File: config.mk
export PLATFORM = sky130hd
export DESIGN_NAME = ov_capture_classifier
export DESIGN_NICKNAME = d
export VERILOG_FILES = /design/src/rtl/ov_cls_pkg.sv /design/src/rtl/ov_shape_decide.sv /design/src/rtl/ov_capture_classifier.sv
export SDC_FILE = /design/constraint.sdc
export NUM_CORES = 1
export LEC_CHECK = 0
export BUFFER_PORTS_ARGS = -buffer_cell sky130_fd_sc_hd__buf_2
export CAP_MARGIN = 20
export CELL_PAD_IN_SITES_DETAIL_PLACEMENT = 0
export CELL_PAD_IN_SITES_GLOBAL_PLACEMENT = 1
export CORE_ASPECT_RATIO = 2
export CORE_MARGIN = 1
export CORE_UTILIZATION = 49
export DETAILED_ROUTE_END_ITERATION = 7
export PLACE_DENSITY = 0.91
export SLEW_MARGIN = 20
export SYNTH_ARGS = -nofsm -noshare
export SYNTH_HDL_FRONTEND = slang
export SYNTH_SLANG_ARGS = --single-unit
File: constraint.sdc
create_clock -name CLK -period 5.7 [get_ports CLK]
set_input_delay 0.57 -clock CLK [delete_from_list [all_inputs] [get_ports CLK]]
set_output_delay 0.57 -clock CLK [all_outputs]
set_load 0.02 [all_outputs]
File: src/rtl/ov_cls_pkg.sv
// Shared definitions for the OV7670 capture/classify slice: treasure codes,
// capture FSM states and RGB332 overlay colours.
package ov_cls_pkg;

    localparam logic [2:0] TR_NONE    = 3'b000;
    localparam logic [2:0] TR_BLU_TRI = 3'b010;
    localparam logic [2:0] TR_RED_TRI = 3'b011;
    localparam logic [2:0] TR_BLU_DIA = 3'b100;
    localparam logic [2:0] TR_RED_DIA = 3'b101;
    localparam logic [2:0] TR_BLU_SQR = 3'b110;
    localparam logic [2:0] TR_RED_SQR = 3'b111;

    typedef enum logic [1:0] {
        SYNC,
        ACTIVE,
        CLASSIFY
    } cap_state_t;

    localparam logic [7:0] OV_GREEN = 8'b00011100;
    localparam logic [7:0] OV_BLUE  = 8'b00000011;
    localparam logic [7:0] OV_RED   = 8'b11100000;
    localparam logic [7:0] OV_WHITE = 8'b11111111;

endpackage

File: src/rtl/ov_shape_decide.sv
// Combinational treasure decision from per-band left-edge sums and colour
// counts; the caller registers the code when the frame ends.
module ov_shape_decide
    import ov_cls_pkg::*;
#(
    parameter int unsigned N_BANDS  = 4,
    parameter int unsigned SUM_W    = 20,
    parameter int unsigned AREA_MIN = 1200
) (
    input  logic [N_BANDS-1:0][SUM_W-1:0] band_sum,
    input  logic [SUM_W-1:0]              blue_cnt,
    input  logic [SUM_W-1:0]              red_cnt,
    output logic [2:0]                    code
);

    localparam int unsigned TW = SUM_W + $clog2(N_BANDS);

    logic [TW-1:0]  upper;
    logic [TW-1:0]  lower;
    logic [TW-1:0]  total;
    logic [SUM_W:0] outer;
    logic [SUM_W:0] inner;
    logic           is_blue;

    always_comb begin
        upper = '0;
        lower = '0;
        for (int unsigned b = 0; b < N_BANDS; b++) begin
            if (b < N_BANDS / 2) upper = upper + TW'(band_sum[b]);
            else                 lower = lower + TW'(band_sum[b]);
        end
        total   = upper + lower;
        outer   = {1'b0, band_sum[0]} + {1'b0, band_sum[N_BANDS-1]};
        inner   = {1'b0, band_sum[N_BANDS/2-1]} + {1'b0, band_sum[N_BANDS/2]};
        is_blue = blue_cnt > red_cnt;

        if (total <= TW'(AREA_MIN))  code = TR_NONE;
        else if (upper > lower)      code = is_blue ? TR_BLU_TRI : TR_RED_TRI;
        else if (outer < inner)      code = is_blue ? TR_BLU_DIA : TR_RED_DIA;
        else                         code = is_blue ? TR_BLU_SQR : TR_RED_SQR;
    end

endmodule

File: src/rtl/ov_capture_classifier.sv
// OV7670 RGB444 capture to RGB332 frame-buffer writes plus per-frame treasure
// classification. Define OVERLAY_EN to replace pixels with a hit-debug overlay.
module ov_capture_classifier
    import ov_cls_pkg::*;
#(
    parameter int unsigned WIDTH    = 176,
    parameter int unsigned HEIGHT   = 144,
    parameter int unsigned ADDR_W   = 15,
    parameter int unsigned N_BANDS  = 4,
    parameter int unsigned ROI_X0   = 21,
    parameter int unsigned ROI_X1   = 154,
    parameter int unsigned ROI_Y0   = 39,
    parameter int unsigned BAND_H   = 24,
    parameter int unsigned CMIN     = 1,
    parameter int unsigned CMAX     = 6,
    parameter int unsigned AREA_MIN = 1200,
    parameter int unsigned SUM_W    = 20
) (
    input  logic              CLK,
    input  logic              RESET_N,
    input  logic              VSYNC,
    input  logic              HREF,
    input  logic [7:0]        D,
    output logic [7:0]        PIXEL_OUT,
    output logic [ADDR_W-1:0] W_ADDR,
    output logic              W_EN,
    output logic [2:0]        RESULT,
    output logic              RESULT_VALID,
    output logic              FRAME_ACTIVE
);

    localparam int unsigned XW       = $clog2(WIDTH + 1);
    localparam int unsigned YW       = $clog2(HEIGHT + 1);
    localparam int unsigned ROI_Y1   = ROI_Y0 + N_BANDS * BAND_H - 1;
    localparam logic [XW-1:0] X_SAT  = XW'(WIDTH);
    localparam logic [YW-1:0] Y_SAT  = YW'(HEIGHT);
    localparam logic [3:0]    CMIN_C = 4'(CMIN);
    localparam logic [3:0]    CMAX_C = 4'(CMAX);
    localparam logic [SUM_W-1:0] SUM_MAX = '1;

    cap_state_t state_q, state_d;

    logic                         prev_href, prev_vsync, phase, seen;
    logic [XW-1:0]                x;
    logic [YW-1:0]                y;
    logic [3:0]                   b_q;
    logic [N_BANDS-1:0][SUM_W-1:0] band_sum;
    logic [SUM_W-1:0]             blue_cnt, red_cnt;
    logic [2:0]                   code;

    logic                         vs_fall, vs_rise, href_fall;
    logic [3:0]                   pr, pg;
    logic                         in_roi, c_blue, c_red, hit, blue_hit, red_hit, write_ok;
    logic [N_BANDS-1:0]           band_sel;
    logic [7:0]                   pixel_d;
    logic [ADDR_W-1:0]            addr_d;

    function automatic logic [SUM_W-1:0] sat_add(input logic [SUM_W-1:0] a,
                                                 input logic [SUM_W-1:0] b);
        logic [SUM_W:0] s;
        s = {1'b0, a} + {1'b0, b};
        return s[SUM_W] ? SUM_MAX : s[SUM_W-1:0];
    endfunction

    always_comb begin
        vs_fall   = prev_vsync & ~VSYNC;
        vs_rise   = ~prev_vsync & VSYNC;
        href_fall = prev_href & ~HREF;
        pr        = D[3:0];
        pg        = D[7:4];
        in_roi    = (32'(x) >= ROI_X0) && (32'(x) <= ROI_X1) &&
                    (32'(y) >= ROI_Y0) && (32'(y) <= ROI_Y1);
        c_blue    = (b_q >= CMIN_C) && (pr < CMAX_C) && (pg < CMAX_C);
        c_red     = (pr >= CMIN_C) && (pg < CMAX_C) && (b_q < CMAX_C);
        blue_hit  = in_roi && c_blue;
        red_hit   = in_roi && !c_blue && c_red;
        hit       = blue_hit || red_hit;
        write_ok  = (x < X_SAT) && (y < Y_SAT);
        addr_d    = ADDR_W'(32'(y) * WIDTH + 32'(x));
        band_sel  = '0;
        for (int unsigned b = 0; b < N_BANDS; b++) begin
            band_sel[b] = (32'(y) >= ROI_Y0 + b * BAND_H) &&
                          (32'(y) <  ROI_Y0 + (b + 1) * BAND_H);
        end
`ifdef OVERLAY_EN
        if (hit && !seen)  pixel_d = OV_GREEN;
        else if (blue_hit) pixel_d = OV_BLUE;
        else if (red_hit)  pixel_d = OV_RED;
        else               pixel_d = OV_WHITE;
`else
        pixel_d = {pr[3:1], pg[3:1], b_q[3:2]};
`endif
    end

    ov_shape_decide #(
        .N_BANDS  (N_BANDS),
        .SUM_W    (SUM_W),
        .AREA_MIN (AREA_MIN)
    ) u_decide (
        .band_sum (band_sum),
        .blue_cnt (blue_cnt),
        .red_cnt  (red_cnt),
        .code     (code)
    );

    always_ff @(posedge CLK or negedge RESET_N) begin
        if (!RESET_N) state_q <= SYNC;
        else          state_q <= state_d;
    end

    always_comb begin
        state_d = state_q;
        case (state_q)
            SYNC:     if (vs_fall) state_d = ACTIVE;
            ACTIVE:   if (vs_rise) state_d = CLASSIFY;
            CLASSIFY: state_d = SYNC;
            default:  state_d = SYNC;
        endcase
    end

    assign FRAME_ACTIVE = (state_q == ACTIVE);

    always_ff @(posedge CLK or negedge RESET_N) begin
        if (!RESET_N) begin
            prev_href    <= 1'b0;
            prev_vsync   <= 1'b0;
            phase        <= 1'b0;
            seen         <= 1'b0;
            x            <= '0;
            y            <= '0;
            b_q          <= '0;
            band_sum     <= '0;
            blue_cnt     <= '0;
            red_cnt      <= '0;
            PIXEL_OUT    <= '0;
            W_ADDR       <= '0;
            W_EN         <= 1'b0;
            RESULT       <= '0;
            RESULT_VALID <= 1'b0;
        end else begin
            prev_href    <= HREF;
            prev_vsync   <= VSYNC;
            W_EN         <= 1'b0;
            RESULT_VALID <= 1'b0;
            case (state_q)
                SYNC: begin
                    if (vs_fall) begin
                        x        <= '0;
                        y        <= '0;
                        phase    <= 1'b0;
                        seen     <= 1'b0;
                        band_sum <= '0;
                        blue_cnt <= '0;
                        red_cnt  <= '0;
                    end
                end
                ACTIVE: begin
                    // frame end wins over line end and over a half-received pixel
                    if (vs_rise) begin
                        phase <= 1'b0;
                    end else if (href_fall) begin
                        x     <= '0;
                        y     <= (y == Y_SAT) ? y : y + 1'b1;
                        phase <= 1'b0;
                        seen  <= 1'b0;
                    end else if (HREF) begin
                        if (!phase) begin
                            b_q   <= D[3:0];
                            phase <= 1'b1;
                        end else begin
                            phase     <= 1'b0;
                            PIXEL_OUT <= pixel_d;
                            W_ADDR    <= addr_d;
                            W_EN      <= write_ok;
                            if (x != X_SAT) x <= x + 1'b1;
                            if (hit && !seen) begin
                                seen <= 1'b1;
                                for (int unsigned b = 0; b < N_BANDS; b++) begin
                                    if (band_sel[b]) band_sum[b] <= sat_add(band_sum[b], SUM_W'(x));
                                end
                            end
                            if (blue_hit && blue_cnt != SUM_MAX) blue_cnt <= blue_cnt + 1'b1;
                            if (red_hit && red_cnt != SUM_MAX)   red_cnt  <= red_cnt + 1'b1;
                        end
                    end
                end
                CLASSIFY: begin
                    RESULT       <= code;
                    RESULT_VALID <= 1'b1;
                end
                default: ;
            endcase
        end
    end

endmodule
==> flow_summary.json, run 1 <==
{
  "status": "complete, no violations",
  "synth_common_cells": "ha_1 (225), nand2_1 (187), nor2_1 (177)",
  "clk_pin_slew_ns": 0.07,
  "setup_viol": 0,
  "synth_nets": 2302,
  "endpoint_kind": "flip-flop",
  "yosys.area.top_type": "dfrtp_1",
  "ys_warn_count": 0,
  "whs_ns": 0.1548,
  "antenna_found_initial": 0,
  "cts_buffers": 17,
  "post_dp_cell_area_sq_um": 17530,
  "yosysSeqAreaShare_pct": 25.97,
  "synthArstFlopShare_pct": 100.0,
  "core_sq_um": 33640,
  "synth_cell_types": 81,
  "chipHeight_microns": 263.6,
  "n_antenna_cell": 0,
  "clk_path_buf_depth": 2,
  "vdd_drop_max_mv": 0.2423,
  "synth_flop_cell": "dfrtp_1",
  "synthCells": 2050,
  "num_vias": 15480,
  "port-buffer-count": 39,
  "h-tree-depth": 4,
  "cp_data_arrival_time_ns": 5.90,
  "power_density_nw_per_um2": 207.9,
  "r2r_cells": 21,
  "dieArea_sq_um": 35000,
  "design_area_sq_um": 18220,
  "slowest_delay_ns": 0.49,
  "period_share_pct": 97.77,
  "fin_nets": 2335,
  "synth.avg_cell_area_sq_um": 8.178,
  "hpwl_mm": 39.91,
  "netlist.area_leader.share_pct": 25.97,
  "start_util_pct": 49.84,
  "min_period_ns": 5.573,
  "first_pass_iters": 7,
  "ctsHoldBuffers": 0,
  "drive_gt1_share_pct": 6.632,
  "routed_via_density": 6.113,
  "drt-total-wl_mm": 50.10,
  "cts_root_buf": "clkbuf_16",
  "rsz0062_at_grt": "no",
  "worst_slack_ns": 0.1269,
  "slew_headroom_pct": 26.53,
  "synth-seq-cells": 174,
  "grt.total_usage_pct": 29.29,
  "synth-edff-count": 0,
  "area_growth_pct": 8.665,
  "hp-class": "in2async",
  "cts_tree": "yes",
  "grt_pass1_vias": 16140,
  "reg2reg_setup_slack_ns": 0.13,
  "wl_per_cell_microns": 19.79,
  "crit_type": "reg2reg",
  "fmax_mhz": 179.4,
  "rr_startpoint": "band_sum[41]$_DFFE_PN0P_",
  "detail_route.iter0.violations": 838,
  "drc": 0,
  "finalHoldViolations": 0,
  "path_max_fanout": 5,
  "post_cts_buffers": 0,
  "rows": 95,
  "crit_family": "compound AO/OA/AOI/OAI gates",
  "synth_area_leaders": "dfrtp_1 (26%), ha_1 (17%), xnor2_1 (5.6%)",
  "clock_latency_ns": 0.46,
  "cp.required_ns": 6.02,
  "tightestPinTransition_ns": 1.074,
  "final_antenna_net_count": 0,
  "yosysMostFrequentCell": "ha_1",
  "die_w_microns": 132.8,
  "p_leak_nw": 8.802,
  "crit_buf_inv": 2,
  "critPathSlowestCell": "or4_1",
  "startpoint_type": "flip-flop",
  "io_pins": 41,
  "clock-sinks": 174,
  "ctsResizeCount": 2,
  "reg2reg_to": "RESULT[0]$_DFFE_PN0P_",
  "grt_remaining_overflow": 0,
  "synth_area_sq_um": 16760,
  "cap_viol_max_count": 0,
  "gp_congestion": 0.9641,
  "grt_max_degree": 95,
  "pre_cts_ws_ns": -0.1088,
  "grt_pass1_wl_mm": 79.88,
  "final-max-slew-violation-count": 0,
  "worstPathCellList": "ha_1 -> a21oi_2 -> nor2_1 -> o31a_1 -> a41o_1 -> o41a_1 -> a41o_1 -> o41ai_4 -> o21ai_1 -> xor2_1 -> ha_1 -> inv_1 -> a211o_1 -> a221oi_2 -> o311ai_0 -> a211oi_1 -> nand3_1 -> or4_1 -> nor4_4 -> buf_4 -> nor3_1",
  "fin_skew_ns": 0.008173
}
==> state kept, by name (all words and copies together), names as in the netlist, 3 cells and up <==
signal     count
RESULT         3
b_q            4
red_cnt       20
band_sum      80
x              8
blue_cnt      20
W_ADDR        15
y              8
PIXEL_OUT      8
==> per-stage QoR <==
step / instances / setup TNS (ns) / total power (W) / util, %
3_3_place_gp: 2500 / -0.06269 / 0.002453 / 52.10
5_1_grt: 2532 / 0 / 0.003961 / 54.16
6_report: 2532 / 0 / 0.003787 / 54.16
3_5_place_dp: 2500 / -0.1088 / 0.002484 / 52.10
2_1_floorplan: 2050 / 0 / 0.002099 / -
4_1_cts: 2532 / 0 / 0.003799 / 54.02
==> power by group <==
part	switching [W]	internal [W]
Clock	0.000566	0.000745
Combinational	0.000650	0.000372
Sequential	0.000109	0.00134
==> layout by cell type, fill, tap and decap left out, types with 14 or more instances in the layout <==
cell type  count
nand2b_1      28
nand2_1      187
a31oi_1       26
dfrtp_1      174
a21o_1        63
and2_1        20
nand4_1       20
buf_2         38
o31ai_1       16
o21ai_1       27
or3_1         14
nor2b_1       27
nand3_1       55
inv_1        137
o21a_1        24
clkbuf_16     17
o211ai_1      15
xor2_1        39
nor2_1       177
o21bai_1      15
buf_4         27
nor3_1        38
xnor2_1      107
and3_1        36
fa_1          15
o21ai_0      154
a21oi_1      171
nor4_1        15
ha_1         225
==> kinds of logic after synthesis <==
| family | after synthesis | synth area share (%) |
|---|---|---|
| and+or+nand+nor | 661 | 18.96 |
| DFF | 174 | 25.97 |
| adders and majority gates | 240 | 18.58 |
| muxes | 7 | 0.4552 |
| buffers and inverters | 190 | 4.306 |
| xor gates and xnor gates | 146 | 7.627 |
| AOI/OAI and AO/OA | 632 | 24.10 |
==> per-layer routing <==
metal	up-vias	track usage, %	part of all wire, %
li1	7421	-	-
met1	7429	25.85	33
met2	426	58.02	56
met3	203	3.100	2.9
met4	0	23.64	8.4
met5	-	0	0
==> layout make-up <==
| class | count | area, sq um |
|---|---|---|
| clock inverters | 14 | 203.9 |
| inverters | 138 | 518.0 |
| clock buffers | 18 | 429.2 |
| flip-flops and latches | 174 | 4354 |
| fillers | 3138 | 15420 |
| repair buffers | 66 | 406.6 |
| well taps | 436 | 545.5 |
| multi-input cells | 1686 | 11760 |
==> worst register-to-register path: cells and delay by family, from the launching register on <==
| kind | cells | cell delay (ns) |
|---|---|---|
| simple gates | 5 | 0.95 |
| flops | 1 | 0.45 |
| buf+inv | 2 | 0.23 |
| xor+xnor | 1 | 0.17 |
| fa+ha+maj | 2 | 0.63 |
| compound gates | 11 | 3.03 |
==> worst max path at each step <==
stage | startpoint | end | slack, ns | depth (start not counted)
6_report | band_sum[41]$_DFFE_PN0P_ | RESULT[0]$_DFFE_PN0P_ | 0.13 | 21
5_1_grt | band_sum[1]$_DFFE_PN0P_ | RESULT[0]$_DFFE_PN0P_ | 0.01 | 22
4_1_cts | band_sum[41]$_DFFE_PN0P_ | RESULT[0]$_DFFE_PN0P_ | 0.08 | 21
3_5_place_dp | band_sum[60]$_DFFE_PN0P_ | RESULT[1]$_DFFE_PN0P_ | -0.11 | 21
3_3_place_gp | band_sum[60]$_DFFE_PN0P_ | RESULT[1]$_DFFE_PN0P_ | -0.06 | 21
2_1_floorplan | band_sum[41]$_DFFE_PN0P_ | RESULT[0]$_DFFE_PN0P_ | 0.96 | 20
No activity file was read; power rests on OpenSTA's default activity.
==> run 2, diff against run 1 <==
--- a/config.mk
+++ b/config.mk
@@ -11,10 +11,11 @@
 export CELL_PAD_IN_SITES_GLOBAL_PLACEMENT = 1
 export CORE_ASPECT_RATIO = 2
 export CORE_MARGIN = 1
-export CORE_UTILIZATION = 49
+export CORE_UTILIZATION = 50
 export DETAILED_ROUTE_END_ITERATION = 7
-export PLACE_DENSITY = 0.91
+export PLACE_DENSITY = 0.92
 export SLEW_MARGIN = 20
 export SYNTH_ARGS = -nofsm -noshare
 export SYNTH_HDL_FRONTEND = slang
+export SYNTH_HIERARCHICAL = 1
 export SYNTH_SLANG_ARGS = --single-unit
==> run 2 against run 1 <==
Against the previous run: cell count grew 1.7%; sequential power is essentially flat; critical path type unchanged; clock power is essentially flat; largest power group unchanged; final area grew 2.1%; utilization grew 0.94 points.
==> flow_summary.json, run 2 <==
{
  "status": "complete, no violations",
  "clk_pin_slew_ns": 0.08,
  "fin_cells": 2574,
  "yosysMostFrequentCell": "ha_1",
  "synth.avg_cell_area_sq_um": 8.215,
  "power_density_nw_per_um2": 207.4,
  "synth_nets": 2351,
  "die_w_microns": 133.3,
  "rr_startpoint": "band_sum[60]$_DFFE_PN0P_",
  "post_dp_cell_area_sq_um": 17960,
  "synthCells": 2099,
  "clk_path_buf_depth": 2,
  "synthMuxAreaShare_pct": 0.9941,
  "min_period_ns": 5.395,
  "final-max-slew-violation-count": 0,
  "grt_remaining_overflow": 0,
  "synth-seq-cells": 174,
  "gp_congestion": 0.9247,
  "core_sq_um": 33760,
  "endpoint_kind": "flip-flop",
  "grt_pass1_wl_mm": 81.74,
  "final_cell_mix": "ha_1 (224), nand2_1 (207), dfrtp_1 (174)",
  "rsz0062_at_grt": "no",
  "crit_buf_inv": 1,
  "report.power.total_w": 0.003857,
  "synth-compound-area-share_pct": 24.36,
  "antenna_found_initial": 1,
  "startpoint": "band_sum[60]$_DFFE_PN0P_",
  "synth_top_family_by_area": "compound AO/OA/AOI/OAI gates",
  "fmax_mhz": 185.3,
  "cp_data_arrival_time_ns": 5.74,
  "whs_ns": 0.2116,
  "cts_buffers": 17,
  "synth-edff-count": 0,
  "synth_flop_cell": "dfrtp_1",
  "chipHeight_microns": 264.6,
  "synth_common_cells": "ha_1 (225), nand2_1 (207), dfrtp_1 (174)",
  "first_pass_iters": 5,
  "finalHoldViolations": 0,
  "port-buffer-count": 39,
  "crit_family": "compound AO/OA/AOI/OAI gates",
  "synth_area_sq_um": 17240,
  "start_util_pct": 51.08,
  "worstPathCellList": "ha_1 -> inv_1 -> fa_1 -> nor2b_1 -> o21ai_0 -> a21boi_0 -> o21ai_0 -> o2111ai_1 -> a211oi_1 -> o21bai_1 -> xor2_1 -> ha_1 -> o21a_1 -> o21a_1 -> nor2_1 -> a31o_2 -> o31ai_4 -> xnor2_1 -> or4_1 -> nor3_4 -> a22oi_1 -> mux2_2",
  "grt_max_degree": 92,
  "reg_top3": "band_sum: 80 flops, blue_cnt: 20 flops, red_cnt: 20 flops",
  "synth-xor-area-share_pct": 7.111,
  "dieArea_sq_um": 35280,
  "grt_pass1_vias": 16520,
  "p_leak_nw": 9.082,
  "wl_per_cell_microns": 20.00,
  "synth_cell_types": 95,
  "cap_viol_max_count": 0,
  "drive_gt1_share_pct": 7.019,
  "yosysSeqAreaShare_pct": 25.25,
  "synth_area_leaders": "dfrtp_1 (25%), ha_1 (16%), a21oi_1 (5.0%)",
  "synthArstFlopShare_pct": 100.0,
  "detail_route.iter0.violations": 844,
  "mostFrequentLayoutCell": "ha_1",
  "dpl.cell_count": 2541,
  "tightestPinTransition_ns": 1.083,
  "post_cts_buffers": 0,
  "ctsHoldBuffers": 0,
  "drt-total-wl_mm": 51.47,
  "synthSimpleGateAreaFrac_pct": 19.85,
  "startpoint_type": "flip-flop",
  "path_max_fanout": 4,
  "grt.total_usage_pct": 29.60,
  "cts_root_buf": "clkbuf_16",
  "clock_latency_ns": 0.46,
  "netlist.area_leader.share_pct": 25.25,
  "fin_skew_ns": 0.01644,
  "critPathSlowestCell": "or4_1",
  "final.setup.tns_ns": 0,
  "rows": 95,
  "largest_register_ffs": 80,
  "hp-class": "in2async",
  "cts_tree": "yes",
  "slew_headroom_pct": 27.80,
  "num_vias": 15990,
  "h-tree-depth": 4,
  "fin_nets": 2376,
  "drc": 0,
  "crit_type": "reg2reg",
  "ctsResizeCount": 0,
  "top_register": "band_sum",
  "io_pins": 41,
  "design_area_sq_um": 18600,
  "area_growth_pct": 7.858,
  "ys_warn_count": 6,
  "vdd_drop_max_mv": 0.2583,
  "final_antenna_net_count": 0,
  "cp.required_ns": 6.05,
  "hpwl_mm": 40.60,
  "synthAdderAreaFrac_pct": 18.07,
  "slowest_delay_ns": 0.57,
  "clock-sinks": 174,
  "yosys.area.top_type": "dfrtp_1",
  "routed_via_density": 6.211,
  "period_share_pct": 94.65,
  "setup_viol": 0
}
-- run 2: changes by cell type in the layout (fill, tap and decap cells not counted), moves of 13 or more --
| cell | previous run | this run |
|---|---|---|
| o21ai_0 | 154 | 121 |
| nor2_1 | 177 | 142 |
| xnor2_1 | 107 | 93 |
| nand4_1 | 20 | 35 |
| nand2_1 | 187 | 207 |
| o21ai_1 | 27 | 40 |
| nand3_1 | 55 | 76 |
-- run 2: per-layer routing --
metal  vias up  track usage [%]  wire length [microns]
met5         -                0                      0
met4         0            22.08                   3572
met3       155            2.601                   1766
met2       432            58.46                  28670
met1      7718            27.33                  17460
li1       7681                -                      -
-- run 2: path summary, 6_finish.rpt --
path | endpoint | slack [ns] | cells after the start
hold reg to reg | PIXEL_OUT[1]$_DFFE_PN0P_ | 0.47 | 2
min in group CLK | prev_vsync$_DFF_PN0_ | 0.29 | 1
max in group asynchronous | x[0]$_DFFE_PN0P_ | 4.31 | 2
hold / removal | red_cnt[14]$_DFFE_PN0P_ | 0.21 | 1
setup / recovery | RESULT[1]$_DFFE_PN0P_ | 0.30 | 22
setup reg to reg | RESULT[1]$_DFFE_PN0P_ | 0.30 | 22
-- run 2: final cells by class --
| cell class | count | area, sq um |
|---|---|---|
| Timing Repair Buffer | 65 | 396.6 |
| Fill cell | 3158 | 15160 |
| Antenna cell | 1 | 2.502 |
| Tap cell | 436 | 545.5 |
| Sequential cell | 174 | 4354 |
| Inverter | 136 | 510.5 |
| Clock inverter | 14 | 182.7 |
| Clock buffer | 18 | 429.2 |
| Multi-Input combinational cell | 1730 | 12180 |
-- run 2: metrics by stage --
| step | setup WS, ns | utilization, % |
|---|---|---|
| after floorplan | 0.9002 | - |
| after global placement | 0.1849 | 53.18 |
| after detailed placement | 0.1274 | 53.21 |
| after CTS | 0.1097 | 55.02 |
| after global routing | 0.05594 | 55.09 |
| final | 0.3047 | 55.09 |
-- run 2: kinds of logic after synthesis --
logic type,Yosys count
AO/OA/AOI/OAI,643
XOR/XNOR,140
adder cells (fa/ha/maj),240
buffers and inverters,195
flip-flops,174
multiplexers,16
AND/OR/NAND/NOR,691
-- run 2: power by group --
part           leakage (nW)  total, W  switching (W)  internal [W]
combinational          6.40   0.00112       0.000719      0.000404
sequential             2.39   0.00146       0.000109       0.00135
clock                 0.299   0.00128       0.000576      0.000701
